File: config.mk
export PLATFORM = sky130hd
export DESIGN_NAME = mult_tree_pipe
export DESIGN_NICKNAME = d
export VERILOG_FILES = /design/src/rtl/mult_pkg.sv /design/src/rtl/mult_booth_pp.sv /design/src/rtl/mult_tree_pipe.sv
export SDC_FILE = /design/constraint.sdc
export NUM_CORES = 2
export LEC_CHECK = 0
export ABC_CLOCK_PERIOD_IN_PS = 17900
export CAP_MARGIN = 15
export CORE_ASPECT_RATIO = 1.25
export CORE_MARGIN = 2
export CORE_UTILIZATION = 38
export CTS_BUF_LIST = sky130_fd_sc_hd__clkbuf_4 sky130_fd_sc_hd__clkbuf_8 sky130_fd_sc_hd__clkbuf_16
export DETAILED_ROUTE_END_ITERATION = 10
export HOLD_SLACK_MARGIN = 0.05
export PLACE_DENSITY = 0.49
export SKIP_CTS_REPAIR_TIMING = 1
export SKIP_LAST_GASP = 1
export SLEW_MARGIN = 20
export SYNTH_ARGS = -nofsm -noshare
export SYNTH_HDL_FRONTEND = slang
export SYNTH_SLANG_ARGS = --single-unit
File: constraint.sdc
create_clock -name clk -period 17.9 [get_ports clk]
set_input_delay 5.37 -clock clk [delete_from_list [all_inputs] [get_ports clk]]
set_output_delay 5.37 -clock clk [all_outputs]
set_load 0.03 [all_outputs]
File: src/rtl/mult_pkg.sv
// Shared definitions for the pipelined Booth/carry-save multiplier:
// Booth digit encoding and tree-shape helper functions.
package mult_pkg;

    typedef enum logic [2:0] {
        BD_ZERO = 3'd0,
        BD_P1   = 3'd1,
        BD_P2   = 3'd2,
        BD_M1   = 3'd3,
        BD_M2   = 3'd4
    } booth_digit_e;

    // Radix-4 digit from multiplier bits {b[2i+1], b[2i], b[2i-1]}
    function automatic booth_digit_e booth_enc(input logic [2:0] t);
        case (t)
            3'b001, 3'b010: return BD_P1;
            3'b011:         return BD_P2;
            3'b100:         return BD_M2;
            3'b101, 3'b110: return BD_M1;
            default:        return BD_ZERO;
        endcase
    endfunction

    function automatic int pp_rows(input int width);
        return width / 2 + 1;
    endfunction

    // Rows remaining after applying 'lvls' levels of 3:2 compression to n rows
    function automatic int csa_rows(input int n, input int lvls);
        int r;
        r = n;
        for (int i = 0; i < lvls; i++) r = r - r / 3;
        return r;
    endfunction

    function automatic int csa_levels(input int n);
        int r;
        int l;
        r = n;
        l = 0;
        while (r > 2) begin
            r = r - r / 3;
            l++;
        end
        return l;
    endfunction

endpackage

File: src/rtl/mult_booth_pp.sv
// Radix-4 Booth recoder and partial-product generator for (WIDTH+1)-bit
// sign/zero-extended operands; rows are produced modulo 2^(2*WIDTH).
module mult_booth_pp
    import mult_pkg::*;
#(
    parameter int WIDTH = 32
) (
    input  logic [WIDTH-1:0]                          a_i,
    input  logic [WIDTH-1:0]                          b_i,
    input  logic                                      signed_i,
    output logic [pp_rows(WIDTH):0][2*WIDTH-1:0]      rows_o
);

    localparam int PW = 2 * WIDTH;
    localparam int NR = pp_rows(WIDTH);

    logic [PW-1:0]    a_x;
    logic [WIDTH+2:0] b_w;

    assign a_x = {{(PW-WIDTH){signed_i & a_i[WIDTH-1]}}, a_i};
    assign b_w = {{2{signed_i & b_i[WIDTH-1]}}, b_i, 1'b0};

    // Negative digits use one's complement of the row; the missing +1 of
    // each row lands at bit 2i of the last row, where none of them collide.
    always_comb begin
        booth_digit_e  d;
        logic [PW-1:0] m;
        logic          neg;
        rows_o = '0;
        for (int i = 0; i < NR; i++) begin
            d   = booth_enc(b_w[2*i +: 3]);
            m   = '0;
            neg = 1'b0;
            case (d)
                BD_P1:   m = a_x;
                BD_P2:   m = a_x << 1;
                BD_M1:   begin m = a_x;      neg = 1'b1; end
                BD_M2:   begin m = a_x << 1; neg = 1'b1; end
                default: m = '0;
            endcase
            rows_o[i]        = ({PW{neg}} ^ m) << (2 * i);
            rows_o[NR][2*i]  = neg;
        end
    end

endmodule

File: src/rtl/mult_tree_pipe.sv
// WxW signed/unsigned tree multiplier: Booth rows, 3:2 carry-save tree spread
// over STAGES registers, final adder; global-stall valid/ready flow control.
module mult_tree_pipe
    import mult_pkg::*;
#(
    parameter int WIDTH  = 32,
    parameter int STAGES = 3,
    parameter int TAG_W  = 4
) (
    input  logic               clk,
    input  logic               reset,
    input  logic               en,
    input  logic               in_valid,
    output logic               in_ready,
    input  logic               in_signed,
    input  logic [WIDTH-1:0]   a,
    input  logic [WIDTH-1:0]   b,
    input  logic [TAG_W-1:0]   in_tag,
    output logic               out_valid,
    input  logic               out_ready,
    output logic [2*WIDTH-1:0] result,
    output logic [TAG_W-1:0]   out_tag
);

    localparam int PW   = 2 * WIDTH;
    localparam int NPP  = pp_rows(WIDTH) + 1;
    localparam int NLVL = csa_levels(NPP);

    // Last compression level finished by stage s. Stage 1 takes one level,
    // middle stages share the rest, the final stage only does the adder.
    function automatic int lvl_end(input int s);
        if (s <= 0)       return 0;
        if (s >= STAGES)  return NLVL;
        if (STAGES <= 2)  return NLVL;
        return 1 + ((NLVL - 1) * (s - 1) + (STAGES - 3)) / (STAGES - 2);
    endfunction

    logic                   advance;
    logic                   in_fire;
    logic [STAGES:1]        vld_q;
    logic [PW-1:0]          result_d;
    logic [PW-1:0]          result_q;
    logic [TAG_W-1:0]       out_tag_q;
    logic [NPP-1:0][PW-1:0] pp;

    assign advance   = en && !(vld_q[STAGES] && !out_ready);
    assign in_ready  = advance && !reset;
    assign in_fire   = in_valid && in_ready;
    assign out_valid = vld_q[STAGES];
    assign result    = result_q;
    assign out_tag   = out_tag_q;

    mult_booth_pp #(.WIDTH(WIDTH)) u_booth (
        .a_i      (a),
        .b_i      (b),
        .signed_i (in_signed),
        .rows_o   (pp)
    );

    always_ff @(posedge clk) begin
        if (reset) begin
            vld_q <= '0;
        end else if (advance) begin
            vld_q[1] <= in_fire;
            for (int s = 2; s <= STAGES; s++) vld_q[s] <= vld_q[s-1];
        end
    end

    for (genvar s = 1; s <= STAGES; s++) begin : g_st
        localparam int LO = lvl_end(s - 1);
        localparam int HI = lvl_end(s);
        localparam int NI = csa_rows(NPP, LO);
        localparam int NO = csa_rows(NPP, HI);

        logic [NI-1:0][PW-1:0] rin;
        logic [NO-1:0][PW-1:0] rout;
        logic                  vin;
        logic [TAG_W-1:0]      tin;

        if (s == 1) begin : g_src
            assign rin = pp;
            assign vin = in_fire;
            assign tin = in_tag;
        end else begin : g_src
            assign rin = g_st[s-1].g_reg.rows_q;
            assign vin = vld_q[s-1];
            assign tin = g_st[s-1].g_reg.tag_q;
        end

        for (genvar j = 0; j < HI - LO; j++) begin : g_lv
            localparam int NA = csa_rows(NPP, LO + j);
            localparam int NB = csa_rows(NPP, LO + j + 1);
            logic [NA-1:0][PW-1:0] x;
            logic [NB-1:0][PW-1:0] y;

            if (j == 0) begin : g_in
                assign x = rin;
            end else begin : g_in
                assign x = g_lv[j-1].y;
            end

            // Full adders on groups of three rows; leftover rows pass through
            always_comb begin
                y = '0;
                for (int g = 0; g < NA / 3; g++) begin
                    y[2*g]   = x[3*g] ^ x[3*g+1] ^ x[3*g+2];
                    y[2*g+1] = ((x[3*g] & x[3*g+1]) | (x[3*g] & x[3*g+2]) |
                                (x[3*g+1] & x[3*g+2])) << 1;
                end
                for (int r = 3 * (NA / 3); r < NA; r++) y[r - NA/3] = x[r];
            end
        end

        if (HI == LO) begin : g_rout
            assign rout = rin;
        end else begin : g_rout
            assign rout = g_lv[HI-LO-1].y;
        end

        if (s < STAGES) begin : g_reg
            logic [NO-1:0][PW-1:0] rows_q;
            logic [TAG_W-1:0]      tag_q;

            // Payload only loads behind a valid bit; bubbles leave it untouched
            always_ff @(posedge clk) begin
                if (advance && vin) begin
                    rows_q <= rout;
                    tag_q  <= tin;
                end
            end
        end else begin : g_out
            assign result_d = rout[0] + rout[1];

            always_ff @(posedge clk) begin
                if (reset) begin
                    result_q  <= '0;
                    out_tag_q <= '0;
                end else if (advance && vin) begin
                    result_q  <= result_d;
                    out_tag_q <= tin;
                end
            end
        end
    end

endmodule

* Word level (Yosys, flattened, before mapping)
Index checks and enable logic that the tools add are counted.
Word-level totals: bits in registers 968, output and inout bits 70
Cells by class: add/sub/neg operators 1, eq/ne operators 167, mux-type cells 51, bitwise logic cells 131, reductions and logical operators 93
Operators by type and width (number):
- $and A63 B63 Y63 | 46
- $xor A64 B64 Y64 | 32
- $or A63 B63 Y63 | 32
- $eq A3 B2 Y1 const B | 66
- $eq A3 B3 Y1 const B | 65
- $pmux W3 S4 | 16
- $reduce_or A2 Y1 | 83
- $pmux W64 S2 | 1
- $and A63 B33 Y63 | 2
- $pmux W62 S2 | 1
- $pmux W60 S2 | 1
- $pmux W58 S2 | 1
- $pmux W56 S2 | 1
- $pmux W54 S2 | 1
- $pmux W52 S2 | 1
- $pmux W50 S2 | 1
- $eq A3 B1 Y1 const B | 33
- $pmux W48 S2 | 1
- $pmux W46 S2 | 1
- $pmux W44 S2 | 1
- $pmux W42 S2 | 1
- $pmux W40 S2 | 1
- $pmux W38 S2 | 1
- $pmux W36 S2 | 1
- other kinds (27) | 53

* Logic depth before layout (Yosys ltp)
word-level depth 15, gate-level depth with buffers 11, mapped depth without buffers 11

* Modules after synthesis
From an unflattened synthesis, not the netlist that was laid out.
Second synthesis, totals: cells, all modules 6324, area total of the unflattened synthesis 75127.1 um^2
By module, submodules not included:
- mult_tree_pipe | instances 1, cells each 3613, area each 56596.8 um^2, seq. area each 28327.2 um^2
- mult_booth_pp | instances 1, cells each 2711, area each 18530.3 um^2, seq. area each 0.0 um^2

* Worst setup path after synthesis
Ideal clock, no wire load.
path kind input port to flip-flop, start in reset, end reg g_st[1].g_reg.rows_q[0] (netlist name), enable pin, arrival 16316 ps, slack 708 ps, stages on the path 3, path buffers 1, cells stage by stage buf_2 -> nor2_1 -> and2_1
On the way: word-level cells in the longest chain between the ends 4
RTL lines:
- start: declaration | line mult_tree_pipe.sv:11 | input logic reset,
- $logic_not A1 Y1 | line mult_tree_pipe.sv:47 | assign in_ready = advance && !reset;
- $logic_and A1 B1 Y1 | line mult_tree_pipe.sv:47
- named net in_ready | line mult_tree_pipe.sv:14 | output logic in_ready,
- $logic_and A1 B1 Y1 | line mult_tree_pipe.sv:48 | assign in_fire = in_valid && in_ready;
- $logic_and A1 B1 Y1 | line mult_tree_pipe.sv:126 | if (advance && vin) begin
- end signal: assignment | line mult_tree_pipe.sv:127 | rows_q <= rout;
- end: declaration | line mult_tree_pipe.sv:121 | logic [NO-1:0][PW-1:0] rows_q;
The timed path passes the listed nets, and every way through them passes these cells. A chain may end at the register's enable or synchronous reset.

* Final worst setup path
start in en, end out in_ready
On the way: word-level cells in the longest chain between the ends 2
RTL lines:
- start: declaration | line mult_tree_pipe.sv:12 | input logic en,
- $logic_and A1 B1 Y1 | line mult_tree_pipe.sv:46 | assign advance = en && !(vld_q[STAGES] && !out_ready);
- $logic_and A1 B1 Y1 | line mult_tree_pipe.sv:47
- end: declaration | line mult_tree_pipe.sv:14
No other way between the ends.

==> results.toml <==
[placed_design]
dp_hpwl_mm = 115
routabilityCongestion = 0.847
port_buffers = 143

[synth]
ys_async_sr_fraction_pct = 0
synth.ff_latch_count = 653
synth_edf_count = 582
synth_common_cells = "582 x edfxtp_1, 570 x inv_1, 554 x fa_1, 502 x xor2_1, 410 x nor2_1"
synthCells = 4821
ys_types = 71
synth_area_um2 = 52500
yosys_warnings = 0
synth.top_cells.by_area = "edfxtp_1 33%, fa_1 21%, xor2_1 8.4%"
synthFlopType = "edfxtp_1"
synth_area_leader_cell = "edfxtp_1"
yosysMostFrequentCell = "edfxtp_1"
synth_nets = 5619
syn_avg_cell_area_um2 = 10.9
yosysSeqAreaShare_pct = 36.0
synth_top_area_share_pct = 33.3

[route]
route.detailed.wl_per_inst_um = 25.6
drc = 0
drtIter0Drc = 3411
vias = 36300
vias_per_cell = 5.52
first_pass_iters = 5
detail_route.wirelength_mm = 168
drtAntennaViolNets = 0

[timing]
finalCritPeriodShare_pct = 68.1
fmax_ghz = 0.0820
tns_ns = 0
rsz0062_at_grt = "false"
slew_violations = 0
final_hold_viol_count = 0
tightest_slew_ns = 1.23
finalSetupViolCount = 0
finClkSkew_ns = 0.0247
max_slew_margin_pct = 17.9
timing.hold.ws_ns = 0.425
layout_min_cycle_time_ns = 12.19

[floorplanning]
fp.dieW_um = 336
start_util_pct = 38.2
ios = 144
dieArea_um2 = 141000
rows = 152
coreArea_um2 = 137000
die_height_um = 420

[worst_setup_path]
crit_top_cell = "clkdlybuf4s50_1"
r2r_start = "g_st[1].g_reg.rows_q[62]"
worstSetupPathType = "in2out"
critPathTopFamily = "buffers and inverters"
cp_slowest_cell = "clkdlybuf4s50_1"
start_kind = "input port"
critPathMaxStageDelay_ns = 0.70
cp_max_fo = 5
crit_path_cell_trace = "clkdlybuf4s50_1, o21ai_1, nor2_1, clkdlybuf4s50_1"
worst-path-buf-inv = 2
end_kind = "output port"
required_ns = 12.53
worstPathArrival_ns = 6.82
cp-startpoint = "en"
reg2reg_slack_ns = 13.31

[finish]
final_nets = 5458
fin_util_pct = 42.0
layout-drive-gt1-share_pct = 7.25
synthToLayoutAreaGrowth_pct = 9.83
nFillCells = 13100

[global_routing]
grt_max_degree = 160
grt_use_total_pct = 23.9
grt_pass1_wl_mm = 248
antenna_found_initial = 16
grt_pass1_vias = 36800
grt-ovfl-total = 0

[cts]
cts-buffers-inserted = 75
cts.sinks = 653
cts_tree = "built"
cts-root-buf = "clkbuf_16"
clockBufferDepth = 3
clk_pin_slew_worst_paths_ns = 0.06
clock_latency_ns = 0.67
ctsHtreeMaxLevel = 3

[run_status]
status = "complete, no violations"

[power_and_ir_drop]
peakVddDrop_v = 0.0000741
total_power_w = 0.00596
leakage_nw = 23.6
power.density_nw_per_um2 = 103

[run]
drv_cap = 0

[worst_hold_path]
worstHoldStart = "g_st[1].g_reg.tag_q[2]"
hp-class = "reg2reg"
power by group:
| group | internal (W) | leakage, nW | switching (W) | total, W |
|---|---|---|---|---|
| logic | 0.000903 | 16.2 | 0.00149 | 0.00240 |
| registers | 0.00193 | 6.12 | 0.0000406 | 0.00197 |
| clock network | 0.000926 | 1.24 | 0.000672 | 0.00160 |
| total | 0.00375 | 23.6 | 0.00221 | 0.00596 |
state kept, by name (all words and copies together) (netlist names):
name and flops:
out_tag 4, g_st.g_reg.tag_q 8, result 64, vld_q 3, g_st.g_reg.rows_q 574
final timing paths:
| path | end | depth (start not counted) |
|---|---|---|
| worst min register to register | g_st[2].g_reg.tag_q[2] | 0 |
| worst min-delay path | g_st[2].g_reg.tag_q[2] | 0 |
| worst max register to register | g_st[2].g_reg.rows_q[51] | 9 |
| worst max-delay path | in_ready | 4 |
layout make-up:
class | instances | area (µm²) | area share, %
inverter | 570 | 2140 | 3.71
sequential | 653 | 18900 | 32.8
clock inverter | 43 | 403 | 0.699
multi-input combinational | 3130 | 29900 | 51.9
tap | 1848 | 2310 | 4.01
timing repair buffer | 230 | 1870 | 3.24
clock buffer | 94 | 2080 | 3.61
antenna | 3 | 7.51 | 0.0130
cell usage in the layout, fill, tap and decap left out, drive strengths merged, types with 13 or more instances in the layout:
cell type | synthesis | layout
a221o | 313 | 313
xor2 | 502 | 502
o21ai | 203 | 203
clkinv | 0 | 27
xnor2 | 56 | 56
a211oi | 13 | 13
clkdlybuf4s50 | 0 | 93
nor2b | 23 | 23
buf | 81 | 137
a22oi | 154 | 154
nor2 | 410 | 410
fa | 554 | 554
o21bai | 26 | 26
nand2 | 169 | 169
a21oi | 176 | 176
clkbuf | 387 | 94
inv | 570 | 574
edfxtp | 582 | 582
nor3 | 33 | 33
nand4 | 22 | 22
nand3 | 25 | 25
a21o | 32 | 32
and2 | 49 | 49
dfxtp | 71 | 71
mux2i | 32 | 32
ha | 170 | 170
a22o | 50 | 50
o31ai | 18 | 18
through the flow:
stage | instances | instance area (µm²) | setup slack (ns)
5_1_grt | 6570 | 57600 | 5.62
2_1_floorplan | 4821 | 52500 | 0.708
6_report | 6571 | 57600 | 5.71
4_1_cts | 6567 | 57600 | 5.69
3_3_place_gp | 6430 | 55100 | 5.70
3_5_place_dp | 6430 | 55100 | 5.69
logic make-up after synthesis:
family	count (synthesis)	share of synthesized area (%)
simple gates	772	6.40
compound gates	1043	15.0
mux	33	0.632
xor+xnor	558	9.31
flops	653	36.0
fa+ha+maj	724	25.2
buf+inv	1038	7.48
layer usage:
layer	global-route usage [%]	vias to the layer above	routed length [µm]
li1	-	16100	-
met1	33.0	18400	73300
met2	38.2	1398	77600
met3	3.89	263	11900
met4	7.85	4	5100
met5	0	-	24
Note: power is estimated with default switching activity, not from simulation.
